`src/rtl/gpio_pkg.sv`:
```
// Shared definitions for the GPIO register bank: byte offsets of each
// register inside the bank window and the edge-detect arming delay.
package gpio_pkg;

    localparam logic [4:0] OFF_DOUT  = 5'h00;
    localparam logic [4:0] OFF_DIR   = 5'h04;
    localparam logic [4:0] OFF_DIN   = 5'h08;
    localparam logic [4:0] OFF_IEN   = 5'h0C;
    localparam logic [4:0] OFF_IPOL  = 5'h10;
    localparam logic [4:0] OFF_ISTAT = 5'h14;
    localparam logic [4:0] OFF_SET   = 5'h18;
    localparam logic [4:0] OFF_CLR   = 5'h1C;

    // Cycles after reset release before edge detection is trusted
    // (the synchroniser and the one-cycle delay stage must be full).
    localparam logic [1:0] ARM_CYCLES = 2'd3;

endpackage

```
`src/rtl/gpio_sync.sv`:
```
// Two-flop synchroniser for asynchronous pin inputs, cleared to 0 on reset.
module gpio_sync #(
    parameter int WIDTH = 8
) (
    input  logic             clk,
    input  logic             reset,
    input  logic [WIDTH-1:0] d,
    output logic [WIDTH-1:0] q
);

    logic [WIDTH-1:0] meta_r;
    logic [WIDTH-1:0] sync_r;

    // Two back-to-back flops to let metastability resolve before use.
    always_ff @(posedge clk or posedge reset) begin
        if (reset) begin
            meta_r <= {WIDTH{1'b0}};
            sync_r <= {WIDTH{1'b0}};
        end else begin
            meta_r <= d;
            sync_r <= meta_r;
        end
    end

    assign q = sync_r;

endmodule

```
`src/rtl/gpio_bank_ctrl.sv`:
```
// Memory-mapped GPIO bank: data/direction registers with atomic set/clear,
// synchronised input readback and sticky edge-detect interrupts with
// per-bit polarity. Decodes its own eight-word window at BASE_ADDR.
module gpio_bank_ctrl
    import gpio_pkg::*;
#(
    parameter int                    ADDR_WIDTH = 32,
    parameter int                    DATA_WIDTH = 32,
    parameter int                    GPIO_WIDTH = 8,
    parameter logic [ADDR_WIDTH-1:0] BASE_ADDR  = 32'h10010024
) (
    input  logic                  clk,
    input  logic                  reset,
    input  logic [ADDR_WIDTH-1:0] addr_ram,
    input  logic [DATA_WIDTH-1:0] wdata,
    input  logic                  we,
    input  logic                  re,
    output logic                  sel,
    output logic [DATA_WIDTH-1:0] rdata,
    output logic                  rdata_valid,
    input  logic [GPIO_WIDTH-1:0] gpio_in,
    output logic [GPIO_WIDTH-1:0] gpio_out,
    output logic [GPIO_WIDTH-1:0] gpio_oe,
    output logic                  irq
);

    logic [ADDR_WIDTH-1:0] off_s;
    logic [4:0]            reg_off_s;
    logic                  hit_s;
    logic                  wr_s;
    logic                  rd_s;
    logic [GPIO_WIDTH-1:0] wmask_s;
    logic                  unused_wdata_s;

    logic [GPIO_WIDTH-1:0] dout_r;
    logic [GPIO_WIDTH-1:0] dir_r;
    logic [GPIO_WIDTH-1:0] ien_r;
    logic [GPIO_WIDTH-1:0] ipol_r;
    logic [GPIO_WIDTH-1:0] istat_r;
    logic [GPIO_WIDTH-1:0] istat_next_s;
    logic [GPIO_WIDTH-1:0] w1c_s;
    logic [GPIO_WIDTH-1:0] edge_s;
    logic [GPIO_WIDTH-1:0] din_s;
    logic [GPIO_WIDTH-1:0] din_d_r;
    logic [1:0]            arm_cnt_r;
    logic                  irq_r;
    logic [GPIO_WIDTH-1:0] rd_val_s;
    logic [DATA_WIDTH-1:0] rdata_next_s;
    logic [DATA_WIDTH-1:0] rdata_r;
    logic                  rdata_valid_r;

    // Window decode: BASE_ADDR need not be 32-byte aligned, so subtract first.
    assign off_s          = addr_ram - BASE_ADDR;
    assign reg_off_s      = off_s[4:0];
    assign hit_s          = (off_s[ADDR_WIDTH-1:5] == {(ADDR_WIDTH-5){1'b0}}) &&
                            (off_s[1:0] == 2'b00);
    assign wr_s           = we & hit_s;
    assign rd_s           = re & hit_s;
    assign wmask_s        = wdata[GPIO_WIDTH-1:0];
    assign unused_wdata_s = ^wdata;

    gpio_sync #(.WIDTH(GPIO_WIDTH)) u_sync (
        .clk   (clk),
        .reset (reset),
        .d     (gpio_in),
        .q     (din_s)
    );

    // One-cycle delayed copy of the synchronised inputs and the arming counter.
    always_ff @(posedge clk or posedge reset) begin
        if (reset) begin
            din_d_r   <= {GPIO_WIDTH{1'b0}};
            arm_cnt_r <= 2'd0;
        end else begin
            din_d_r <= din_s;
            if (arm_cnt_r != ARM_CYCLES) begin
                arm_cnt_r <= arm_cnt_r + 2'd1;
            end else begin
                arm_cnt_r <= arm_cnt_r;
            end
        end
    end

    // Edge detect with per-bit polarity; ISTAT set beats a same-cycle w1c.
    always_comb begin
        edge_s       = {GPIO_WIDTH{1'b0}};
        w1c_s        = {GPIO_WIDTH{1'b0}};
        if (arm_cnt_r == ARM_CYCLES) begin
            edge_s = (ipol_r & din_d_r & ~din_s) | (~ipol_r & din_s & ~din_d_r);
        end else begin
            edge_s = {GPIO_WIDTH{1'b0}};
        end
        if (wr_s && (reg_off_s == OFF_ISTAT)) begin
            w1c_s = wmask_s;
        end else begin
            w1c_s = {GPIO_WIDTH{1'b0}};
        end
        istat_next_s = (istat_r & ~w1c_s) | edge_s;
    end

    // Register file writes, sticky status and registered interrupt.
    always_ff @(posedge clk or posedge reset) begin
        if (reset) begin
            dout_r  <= {GPIO_WIDTH{1'b0}};
            dir_r   <= {GPIO_WIDTH{1'b0}};
            ien_r   <= {GPIO_WIDTH{1'b0}};
            ipol_r  <= {GPIO_WIDTH{1'b0}};
            istat_r <= {GPIO_WIDTH{1'b0}};
            irq_r   <= 1'b0;
        end else begin
            if (wr_s) begin
                case (reg_off_s)
                    OFF_DOUT: dout_r <= wmask_s;
                    OFF_DIR:  dir_r  <= wmask_s;
                    OFF_IEN:  ien_r  <= wmask_s;
                    OFF_IPOL: ipol_r <= wmask_s;
                    OFF_SET:  dout_r <= dout_r | wmask_s;
                    OFF_CLR:  dout_r <= dout_r & ~wmask_s;
                    default:  dout_r <= dout_r;
                endcase
            end
            istat_r <= istat_next_s;
            irq_r   <= |(istat_r & ien_r);
        end
    end

    // Read mux: pre-write register values; SET/CLR and DIN-writes read plainly.
    always_comb begin
        rd_val_s     = {GPIO_WIDTH{1'b0}};
        rdata_next_s = {DATA_WIDTH{1'b0}};
        case (reg_off_s)
            OFF_DOUT:  rd_val_s = dout_r;
            OFF_DIR:   rd_val_s = dir_r;
            OFF_DIN:   rd_val_s = din_s;
            OFF_IEN:   rd_val_s = ien_r;
            OFF_IPOL:  rd_val_s = ipol_r;
            OFF_ISTAT: rd_val_s = istat_r;
            default:   rd_val_s = {GPIO_WIDTH{1'b0}};
        endcase
        rdata_next_s[GPIO_WIDTH-1:0] = rd_val_s;
    end

    // Registered read data; holds between reads, valid pulses for one cycle.
    always_ff @(posedge clk or posedge reset) begin
        if (reset) begin
            rdata_r       <= {DATA_WIDTH{1'b0}};
            rdata_valid_r <= 1'b0;
        end else begin
            if (rd_s) begin
                rdata_r <= rdata_next_s;
            end else begin
                rdata_r <= rdata_r;
            end
            rdata_valid_r <= rd_s;
        end
    end

    assign sel         = hit_s;
    assign rdata       = rdata_r;
    assign rdata_valid = rdata_valid_r;
    assign gpio_out    = dout_r;
    assign gpio_oe     = dir_r;
    assign irq         = irq_r;

endmodule

```
`config.mk`:
```
export PLATFORM = sky130hd
export DESIGN_NAME = gpio_bank_ctrl
export DESIGN_NICKNAME = d
export VERILOG_FILES = /design/src/rtl/gpio_pkg.sv /design/src/rtl/gpio_sync.sv /design/src/rtl/gpio_bank_ctrl.sv
export SDC_FILE = /design/constraint.sdc
export NUM_CORES = 1
export LEC_CHECK = 0
export ABC_AREA = 1
export BUFFER_PORTS_ARGS = -buffer_cell sky130_fd_sc_hd__buf_2
export CAP_MARGIN = 20
export CORE_ASPECT_RATIO = 1.5
export CORE_MARGIN = 1.5
export CORE_UTILIZATION = 53
export DETAILED_ROUTE_END_ITERATION = 6
export MAX_ROUTING_LAYER = met4
export PLACE_DENSITY = 0.92
export SLEW_MARGIN = 20
export SYNTH_ARGS = -nofsm -noshare
export SYNTH_HDL_FRONTEND = slang
export SYNTH_SLANG_ARGS = --single-unit
```
`constraint.sdc`:
```
create_clock -name clk -period 3 [get_ports clk]
set_input_delay 0.3 -clock clk [delete_from_list [all_inputs] [get_ports clk]]
set_output_delay 0.3 -clock clk [all_outputs]
set_load 0.01 [all_outputs]
```
==> metrics.md, run 1 <==
| Metric | Value |
|---|---|
| Top FF cell, synth | dfrtp_1 |
| Period minus WS final | 2480 ps |
| Setup Fix Bufs, Post-CTS | 0 |
| Worst EP arrival | 2180 ps |
| Root Buffer | clkbuf_16 |
| Vias | 4623 |
| CP Cell Sequence | buf_2, nor2_1, nand2_1, o21ai_1, nand3_1, nand2_1, nand2_1, nor2_1, nand2_1, nor2_1, nand2_2, nor2_8, buf_2 |
| Post-place setup slack | 433 ps |
| Worst endpoint required time | 2700 ps |
| Largest net degree at the start of global routing | 33 |
| Top delay family on crit path | simple AND/OR/NAND/NOR gates |
| DP HPWL | 9640 um |
| Reg2reg end | rdata[5]$_DFFE_PP0P_ |
| Drt pass-1 iters | 7 |
| DRT Wirelength | 12600 um |
| RSZ-0062 raised after global routing | no |
| DRT iter0 DRCs | 336 |
| Netlist cell types | 36 |
| Core ar. | 8460 um2 |
| Worst setup startpoint | addr_ram[14] |
| Port Buffers | 78 |
| Fin worst setup slack | 523 ps |
| Slew margin rel. | 0.439 |
| Multi-input combinational cell area | 2250 um2 |
| Slew Viols, Final | 0 |
| Final #Nets | 811 |
| DRT antenna net count | 0 |
| Clk slew on worst S/H paths | 50 ps |
| First-pass GRT wire length | 20500 um |
| Leading cell types in the layout, fill and taps excluded | nand2_1 (203), inv_1 (82), buf_2 (78) |
| Asr flop ratio synth | 1.00 |
| Vias in the first global route | 4533 |
| Clock Latency Late Sink | 340 ps |
| CP Max Fanout | 13 |
| EDFF count, synth | 0 |
| FF+latch count, synth | 76 |
| Number of max-cap violations | 0 |
| Yosys warning count | 0 |
| # fillers | 755 |
| Final setup viols | 0 |
| Final period util | 0.826 |
| Top Ports | 127 |
| Register area | 1900 um2 |
| Finished Cell Area | 5350 um2 |
| Final hold vios | 0 |
| H-tree depth | 3 |
| Worst hold path class | in -> reg |
| Pwr/cell area | 444 nW/um2 |
| Mean post-synth cell area | 7.11 um2 |
| Hold buffer count at cts | 1 |
| Commonest non-fill, non-tap cell in the layout | nand2_1 |
| Worst setup path category | in -> out |
| Quantity of gates resized following cts | 0 |
| Max Buffers Root-to-Sink | 2 |
| Syn Inst Count | 653 |
| CTS sink cnt | 76 |
| Worst stage delay on the critical path | 280 ps |
| Seq/Total Area, Yosys | 0.410 |
| Worst Skew | 6.20 ps |
| DR vias/cell | 5.47 |
| Most frequent CP cell | nand2_1 |
| Syn Std Cell Area | 4640 um2 |
| CTS Buf Count | 9 |
| R2R Path Start | gpio_out[5]$_DFFE_PP0P_ |
| TritonCTS clock tree | done |
| Setup TNS | 0 ps |
| Stages on worst setup path | 13 |
| Placement row count | 41 |
| Gr ovfl total | 0 |
| DP Area | 5030 um2 |
| Layout Area Growth over Synthesis | 15.2% |
| Startpoint Class | input pin |
| Chip height | 118 um |
| Leakage | 2.78 nW |
| Initial core utilization | 0.548 |
| Drt drc | 0 |
| R2R cell count | 4 |
| Die X | 79.4 um |
| Worst reg-to-reg setup slack | 1370 ps |
| Peak VDD IR | 0.426 mV |
| Tot Pwr | 2.37 mW |
| Fmax | 404 MHz |
| Antenna fix cells | 0 |
| Share of cells above drive strength 1 | 0.167 |
| Die area | 9340 um2 |
| Worst-margin pin slew | 821 ps |
| CP endpoint kind | primary output |
| Drt wl/cell | 14.9 um |
| Total GRT Usage | 0.294 |
| Crit path to | sel |
| Final GP Congestion | 0.896 |
| CP bufs+invs | 2 |
| Worst path slowest cell | o21ai_1 |
| Initial antenna violation count | 0 |
| Outcome | completed |
==> registers in the layout, summed over array words and instances, names as in the netlist <==
register	count
irq	1
rdata_valid	1
u_sync.q	8
gpio_out	8
arm_cnt_r	2
rdata	8
gpio_oe	8
ipol_r	8
u_sync.meta_r	8
din_d_r	8
ien_r	8
istat_r	8
==> area by class of cell <==
| class | instances | share of cell area |
|---|---|---|
| tap | 107 | 0.0250 |
| inverter | 86 | 0.0604 |
| clock inverter | 3 | 0.00866 |
| multi-input combinational | 478 | 0.422 |
| sequential | 76 | 0.356 |
| timing repair buffer | 83 | 0.0805 |
| clock buffer | 12 | 0.0480 |
==> stage by stage <==
stage	hold slack, ps	std cells	utilization
global placement	330	829	0.595
finish	63.7	845	0.632
floorplan	331	676	-
detailed placement	336	829	0.595
global route	54.1	845	0.632
CTS	59.5	845	0.632
==> worst reg2reg max path, delay by kind of cell, from the launching register on <==
kind            cells  cell delay [ps]
flops               1              420
buf+inv             1               70
compound gates      3             1010
==> power breakdown <==
group	total, mW	internal, mW	switching, mW
clock	1.08	0.685	0.396
combinational	0.242	0.0708	0.171
sequential	1.05	1.04	0.00713
==> logic make-up after synthesis <==
family,synth area share
simple gates,0.354
buf+inv,0.123
compound gates,0.103
flops,0.410
xor+xnor,0.00378
fa+ha+maj,0.00270
other cells,0.000808
mux,0.00243
==> worst min-delay path by stage <==
stage | from | to | slack, ps | cells after the start
after floorplan | u_sync.meta_r[0]$_DFF_PP0_ | u_sync.q[0]$_DFF_PP0_ | 330 | 0
after global placement | reset | u_sync.meta_r[1]$_DFF_PP0_ | 330 | 2
after detailed placement | reset | ipol_r[1]$_DFFE_PP0P_ | 340 | 2
after CTS | gpio_in[1] | u_sync.meta_r[1]$_DFF_PP0_ | 60 | 1
after global routing | gpio_in[7] | u_sync.meta_r[7]$_DFF_PP0_ | 50 | 1
final | gpio_in[1] | u_sync.meta_r[1]$_DFF_PP0_ | 60 | 1
==> cells in the mapped netlist, types with 6 or more instances <==
cell       instances  area, um2
nand2_1          203        762
inv_1             83        312
dfrtp_1           76       1900
nor2_1            67        251
nand3_1           43        215
o21ai_1           30        150
buf_4             24        180
nand4_1           21        131
o21ai_0           18       90.1
o22ai_1           18        113
a2111oi_0          8       70.1
nor3_1             7       35.0
a21oi_1            6       30.0
buf_2              6       30.0
nand2_2            6       37.5
==> metal layers <==
metal | share of wire | vias up | track usage
met1 | 0.36 | 2129 | 0.296
met4 | 0.056 | 0 | 0.183
li1 | - | 2224 | -
met2 | 0.53 | 204 | 0.507
met3 | 0.057 | 66 | 0.0589
met5 | 0 | - | -
Note: power is estimated with default switching activity, not from simulation.
==> run 2: changes to the inputs <==
--- a/config.mk
+++ b/config.mk
@@ -10,10 +10,10 @@
 export CAP_MARGIN = 20
 export CORE_ASPECT_RATIO = 1.5
 export CORE_MARGIN = 1.5
-export CORE_UTILIZATION = 53
+export CORE_UTILIZATION = 48
 export DETAILED_ROUTE_END_ITERATION = 6
 export MAX_ROUTING_LAYER = met4
-export PLACE_DENSITY = 0.92
+export PLACE_DENSITY = 0.88
 export SLEW_MARGIN = 20
 export SYNTH_ARGS = -nofsm -noshare
 export SYNTH_HDL_FRONTEND = slang
==> constraint.sdc (replaced) <==
create_clock -name clk -period 2 [get_ports clk]
set_input_delay 0.2 -clock clk [delete_from_list [all_inputs] [get_ports clk]]
set_output_delay 0.2 -clock clk [all_outputs]
set_load 0.01 [all_outputs]
==> run 2 against run 1 <==
  * The run now ends with negative setup slack left
  * Non-clock buffer count up 81
  * Die area up 10%
  * Register-to-register slack worse by 920 ps
  * Flip-flop and latch count unchanged
  * First-iteration DRC count up 42%
  * Clock skew up 4.7 ps
  * Critical endpoint unchanged
==> metrics.md, run 2 (synthesized netlist as in run 1, its figures left out) <==
| Metric | Value |
|---|---|
| DRT iter0 DRCs | 477 (+42%) |
| H-tree depth | 3 (unchanged) |
| TritonCTS clock tree | done |
| Total GRT Usage | 0.284 (-0.00969) |
| Share of cells above drive strength 1 | 0.305 (+0.138) |
| Most frequent CP cell | nand2_1 |
| CTS sink cnt | 76 (unchanged) |
| Chip height | 123 um (+4.9%) |
| Die X | 83.3 um (+4.9%) |
| RSZ-0062 raised after global routing | yes |
| Initial core utilization | 0.499 (-0.0497) |
| Tot Pwr | 3.72 mW (+57%) |
| DP Area | 5560 um2 (+10%) |
| Final period util | 1.04 |
| Root Buffer | clkbuf_16 |
| DR vias/cell | 5.61 (+2.6%) |
| Layout Area Growth over Synthesis | 36.8% |
| Startpoint Class | input pin |
| Number of max-cap violations | 0 (unchanged) |
| Placed Cells | 899 (+8.4%) |
| Worst stage delay on the critical path | 210 ps (-70 ps) |
| DRT Wirelength | 15000 um (+19%) |
| Worst hold path class | in -> reg |
| Max Buffers Root-to-Sink | 2 (unchanged) |
| CP Max Fanout | 3 (-10) |
| CP Cell Sequence | buf_2, buf_4, inv_1, nand2_1, nor2_1, nand3_4, nand2_2, nand2_1, nand2_1, nand4_1, nor2_2, nand2_2, nor2_8, buf_6, buf_6 |
| Core ar. | 9310 um2 (+10%) |
| Slew Viols, Final | 0 (unchanged) |
| Slew margin rel. | 0.549 (+0.111) |
| Worst-margin pin slew | 659 ps (-162 ps) |
| Worst endpoint required time | 1800 ps (-900 ps) |
| CP endpoint kind | primary output |
| Outcome | finished with violations |
| Clock Latency Late Sink | 350 ps (about the same) |
| Die area | 10300 um2 (+10%) |
| DP HPWL | 10200 um (+5.6%) |
| Leakage | 3.22 nW (+15%) |
| Worst setup path category | in -> out |
| Final GP Congestion | 0.969 (+8.1%) |
| Vias | 5248 (+14%) |
| Finished Layout Cells | 935 (+11%) |
| Drt pass-1 iters | 5 (-2) |
| Final #Nets | 895 (+10%) |
| Setup TNS | -280 ps (-280 ps) |
| Commonest non-fill, non-tap cell in the layout | nand2_1 |
| Period minus WS final | 2070 ps |
| DRT antenna net count | 0 (unchanged) |
| Final setup viols | 10 (+10) |
| Port Buffers | 78 (unchanged) |
| Clk slew on worst S/H paths | 60 ps (about the same) |
| Peak VDD IR | 0.665 mV (+56%) |
| First-pass GRT wire length | 22500 um (+9.6%) |
| Fin worst setup slack | -72.0 ps (-595 ps) |
| Worst Skew | 10.9 ps (+4.69 ps) |
| Placement row count | 43 (+4.9%) |
| Initial antenna violation count | 0 (unchanged) |
| Violated checks | negative setup slack |
| Gr ovfl total | 0 (unchanged) |
| Antenna fix cells | 0 (unchanged) |
| Fmax | 483 MHz |
| Worst path slowest cell | nor2_1 |
| Leading cell types in the layout, fill and taps excluded | nand2_1 (181), inv_1 (80), dfrtp_1 (76) |
| Final hold vios | 0 (unchanged) |
| Drt wl/cell | 16.0 um (+7.6%) |
| Largest net degree at the start of global routing | 43 (+30%) |
| Finished Cell Area | 6350 um2 (+19%) |
| Vias in the first global route | 4930 (+8.8%) |
| Pwr/cell area | 587 nW/um2 (+32%) |
| Top Ports | 127 (unchanged) |
| Drt drc | 0 (unchanged) |
| Worst EP arrival | 1870 ps (-310 ps) |
| CTS Buf Count | 9 (unchanged) |
run 2: changes by cell type in the layout (fill, tap and decap cells not counted), moves of 3 or more:
cell           before  now
buf_2              78   73
buf_4               4   68
buf_6               0   10
dlygate4sd3_1       1    9
nand2_1           203  181
nand2_2             6   24
nand3_1            43   39
nand3_2             3    6
nand3_4             3    7
nor2_1             67   46
nor2_2              2   16
nor2_4              1    8
run 2: worst max-delay path: cells and delay by family:
kind                   cells  cell delay (ps)
and+or+nand+nor           10             1160
buffers and inverters      5              500
run 2: power by group:
group          switching [mW]  internal (mW)
registers              0.0107           1.56
clock network           0.612           1.00
logic                   0.324          0.212
run 2: path summary, 6_finish.rpt:
| kind | from | end | slack (ps) | cells after the start |
|---|---|---|---|---|
| worst max-delay path | addr_ram[9] | sel | -70 | 15 |
| worst min-delay path | wdata[3] | istat_r[3]$_DFF_PP0_ | 160 | 4 |
| worst max register to register | ien_r[5]$_DFFE_PP0P_ | rdata[5]$_DFFE_PP0P_ | 450 | 5 |
| worst min register to register | u_sync.meta_r[4]$_DFF_PP0_ | u_sync.q[4]$_DFF_PP0_ | 350 | 0 |
| max in group asynchronous | reset | rdata[0]$_DFFE_PP0P_ | 1020 | 4 |
| min in group asynchronous | reset | u_sync.meta_r[7]$_DFF_PP0_ | 390 | 3 |
run 2: repair_timing:
action | CTS | global route
hold buffers | 9 | 0
hold endpoints to repair | 20 | 0
gates cloned | 0 | 3
pin swaps | 11 | 28
setup endpoints to repair | 1 | 50
setup buffers | 8 | 2
resized for setup | 20 | 70
run 2: final cells by class:
type / count / area [um2]
timing repair buffer: 164 / 1140
inverter: 86 / 334
multi-input combinational: 481 / 2530
tap: 112 / 140
fill: 710 / 2960
clock inverter: 3 / 46.3
clock buffer: 13 / 250
sequential: 76 / 1900
run 2: routing by layer:
| metal | routed length (um) | track usage | vias up | part of all wire |
|---|---|---|---|---|
| li1 | - | - | 2395 | - |
| met1 | 5080 | 0.298 | 2355 | 0.34 |
| met2 | 7500 | 0.493 | 375 | 0.50 |
| met3 | 1280 | 0.0441 | 123 | 0.085 |
| met4 | 1130 | 0.197 | 0 | 0.076 |
| met5 | 0 | - | - | 0 |
run 2: stage by stage:
step                setup WS (ps)  hold WS (ps)   util
finish                      -72.0           163  0.682
global route                 -232           185  0.682
CTS                          3.88           163  0.653
detailed placement           -286           185  0.597
global placement             -223           182  0.597
floorplan                    36.7           231      -
==> run 3: changes to the inputs <==
--- a/config.mk
+++ b/config.mk
@@ -10,10 +10,10 @@
 export CAP_MARGIN = 20
 export CORE_ASPECT_RATIO = 1.5
 export CORE_MARGIN = 1.5
-export CORE_UTILIZATION = 48
+export CORE_UTILIZATION = 37
 export DETAILED_ROUTE_END_ITERATION = 6
 export MAX_ROUTING_LAYER = met4
-export PLACE_DENSITY = 0.88
+export PLACE_DENSITY = 0.73
 export SLEW_MARGIN = 20
 export SYNTH_ARGS = -nofsm -noshare
 export SYNTH_HDL_FRONTEND = slang
==> run 3 against run 2 <==
  * The run still ends with negative setup slack left
  * Power fell by 0.75%
  * Die area up 29%
  * First-iteration DRC count decreased by 9.4%
  * Worst hold slack better by 4.9 ps
  * Clock skew shrank 5.5 ps
  * Critical path depth is the same
  * Clock power shrank 3%
  * Sequential share of layout area shrank 1.4 points
  * Non-clock buffer count is 17 higher
  * Critical path type unchanged
==> metrics.md, run 3 (synthesized netlist as in run 1, its figures left out) <==
| Metric | Value |
|---|---|
| Clk slew on worst S/H paths | 60 ps (about the same) |
| Hold Path Cell Cnt | 4 (unchanged) |
| Number of max-cap violations | 0 (unchanged) |
| Core ar. | 12100 um2 (+30%) |
| Register area | 1900 um2 (unchanged) |
| CP Max Fanout | 3 (unchanged) |
| Initial core utilization | 0.382 (-0.116) |
| Drt pass-1 iters | 5 (unchanged) |
| Part of the power in the clock network | 0.422 (-0.012) |
| DRT antenna net count | 0 (unchanged) |
| Die area | 13200 um2 (+29%) |
| Worst hold path class | in -> reg |
| CTS sink cnt | 76 (unchanged) |
| DP Area | 5680 um2 (+2.1%) |
| Layout Area Growth over Synthesis | 43.5% |
| Fin worst setup slack | -52.8 ps (+19.2 ps) |
| Port Buffers | 78 (unchanged) |
| Chip height | 140 um (+14%) |
| CP bufs+invs | 5 (unchanged) |
| DRT iter0 DRCs | 432 (-9.4%) |
| R2R cell count | 4 (-1) |
| Fin Hold WS | 168 ps (+4.90 ps) |
| H-tree depth | 3 (unchanged) |
| Worst stage delay on the critical path | 170 ps (-40 ps) |
| Worst path slowest cell | nor2_1 |
| DRT Wirelength | 15300 um (+2.2%) |
| Core Util, Final | 0.549 (-0.133) |
| Total GRT Usage | 0.237 (-0.0468) |
| Fmax | 487 MHz (+0.94%) |
| Worst Skew | 5.35 ps (-5.54 ps) |
| CP endpoint kind | primary output |
| Seq pwr share | 0.426 (+0.003) |
| Clock Latency Late Sink | 340 ps (about the same) |
| Switching Share | 0.269 (+0.0144) |
| Slew margin rel. | 0.406 (-0.143) |
| Final hold vios | 0 (unchanged) |
| Largest net degree at the start of global routing | 77 (+79%) |
| Worst-margin pin slew | 868 ps (+209 ps) |
| Die X | 94.4 um (+13%) |
| Share of cells above drive strength 1 | 0.363 (+0.0581) |
| Initial antenna violation count | 0 (unchanged) |
| Vias in the first global route | 5012 (+1.7%) |
| Stages on worst setup path | 15 (unchanged) |
| Worst EP arrival | 1850 ps (-20 ps) |
| CTS Buf Count | 9 (unchanged) |
| Worst endpoint required time | 1800 ps (about the same) |
| Drt wl/cell | 15.4 um (-3.8%) |
| TritonCTS clock tree | done |
| Leakage | 3.33 nW (+3.5%) |
| Finished Cell Area | 6660 um2 (+4.9%) |
| # fillers | 1121 (+58%) |
| DP HPWL | 10300 um (+1.2%) |
| Multi-input combinational cell area | 2670 um2 (+5.3%) |
| Outcome | finished with violations |
| Drt drc | 0 (unchanged) |
| Antenna fix cells | 0 (unchanged) |
| Final GP Congestion | 0.912 (-5.9%) |
| Slew Viols, Final | 0 (unchanged) |
| Max Buffers Root-to-Sink | 2 (unchanged) |
| Gr ovfl total | 0 (unchanged) |
| Tot Pwr | 3.70 mW (-0.75%) |
| Final #Nets | 912 (+1.9%) |
| Peak VDD IR | 0.581 mV (-13%) |
| Commonest non-fill, non-tap cell in the layout | nand2_1 |
| Period minus WS final | 2050 ps (-19.2 ps) |
| Top Ports | 127 (unchanged) |
| Startpoint Class | input pin |
| Setup TNS | -52.8 ps (+227 ps) |
| Root Buffer | clkbuf_16 |
| Leading cell types in the layout, fill and taps excluded | nand2_1 (161), buf_4 (85), inv_1 (76), dfrtp_1 (76), buf_2 (73) |
| Violated checks | negative setup slack |
| Internal | 2.70 mW (-2.7%) |
| Final setup viols | 1 (-9) |
| Top delay family on crit path | simple AND/OR/NAND/NOR gates |
| Placement row count | 49 (+14%) |
| Worst setup path category | in -> out |
| Pwr/cell area | 555 nW/um2 (-5.4%) |
| First-pass GRT wire length | 23700 um (+5.5%) |
| DR vias/cell | 5.22 (-7.0%) |
| Final period util | 1.03 (-0.00961) |
| Most frequent CP cell | nand2_1 |
| Comb pwr share | 0.153 (+0.009) |
| Vias | 5182 (-1.3%) |
| CP Cell Sequence | buf_2, nor2_4, nand2_1, nor2_1, nand2_2, nand2_1, buf_4, inv_1, nor2_1, nand2_1, nor2_2, nand2_2, nor2_8, buf_6, buf_6 |
| RSZ-0062 raised after global routing | yes |
| Switching power | 0.993 mW (+4.9%) |
run 3: what timing repair did:
| action | 4_1_cts | 5_1_grt |
|---|---|---|
| resized for setup | 56 | 78 |
| endpoints found under the hold margin | 84 | 0 |
| buffers inserted | 16 | 1 |
| hold buffers | 9 | 0 |
| setup endpoints to repair | 2 | 50 |
| pin swaps | 35 | 39 |
| gates cloned | 0 | 3 |
run 3: layout make-up:
type	instances	area share
multi-input combinational	481	0.401
sequential	76	0.285
timing repair buffer	181	0.192
inverter	86	0.0502
clock buffer	11	0.0379
tap	153	0.0287
clock inverter	5	0.00526
run 3: final timing paths:
check / start / endpoint / slack, ps
worst max-delay path: addr_ram[12] / sel / -50
worst min-delay path: wdata[4] / istat_r[4]$_DFF_PP0_ / 170
worst max register to register: gpio_out[5]$_DFFE_PP0P_ / rdata[5]$_DFFE_PP0P_ / 400
worst min register to register: u_sync.meta_r[7]$_DFF_PP0_ / u_sync.q[7]$_DFF_PP0_ / 350
max in group asynchronous: reset / ien_r[3]$_DFFE_PP0P_ / 1150
min in group asynchronous: reset / gpio_out[0]$_DFFE_PP0P_ / 520
run 3: stage by stage:
stage                     setup slack (ps)  instances
final                                -52.8        993
after global placement                -295        949
after global routing                  -246        993
after floorplan                       36.7        676
after detailed placement              -331        949
after CTS                            0.189        990
run 3: worst min-delay path, cell delays in order:
cell and delay, ps:
buf_2 110, nand4_1 70, nand2_1 50, nand2_1 50
run 3: per-layer routing:
| layer | track usage | wire, um | part of all wire | up-vias |
|---|---|---|---|---|
| met5 | - | 0 | 0 | - |
| met4 | 0.130 | 845 | 0.055 | 0 |
| met3 | 0.0385 | 976 | 0.064 | 75 |
| met2 | 0.402 | 7890 | 0.52 | 254 |
| met1 | 0.260 | 5600 | 0.37 | 2403 |
| li1 | - | - | - | 2450 |
run 3: power groups by stage:
| stage | registers, mW | clock network [mW] | logic, mW |
|---|---|---|---|
| after global placement | 1.60 | 0 | 0.445 |
| after global routing | 1.58 | 1.63 | 0.616 |
| after detailed placement | 1.60 | 0 | 0.446 |
| after CTS | 1.57 | 1.57 | 0.517 |
| after floorplan | 1.60 | 0 | 0.256 |
| final | 1.57 | 1.56 | 0.565 |
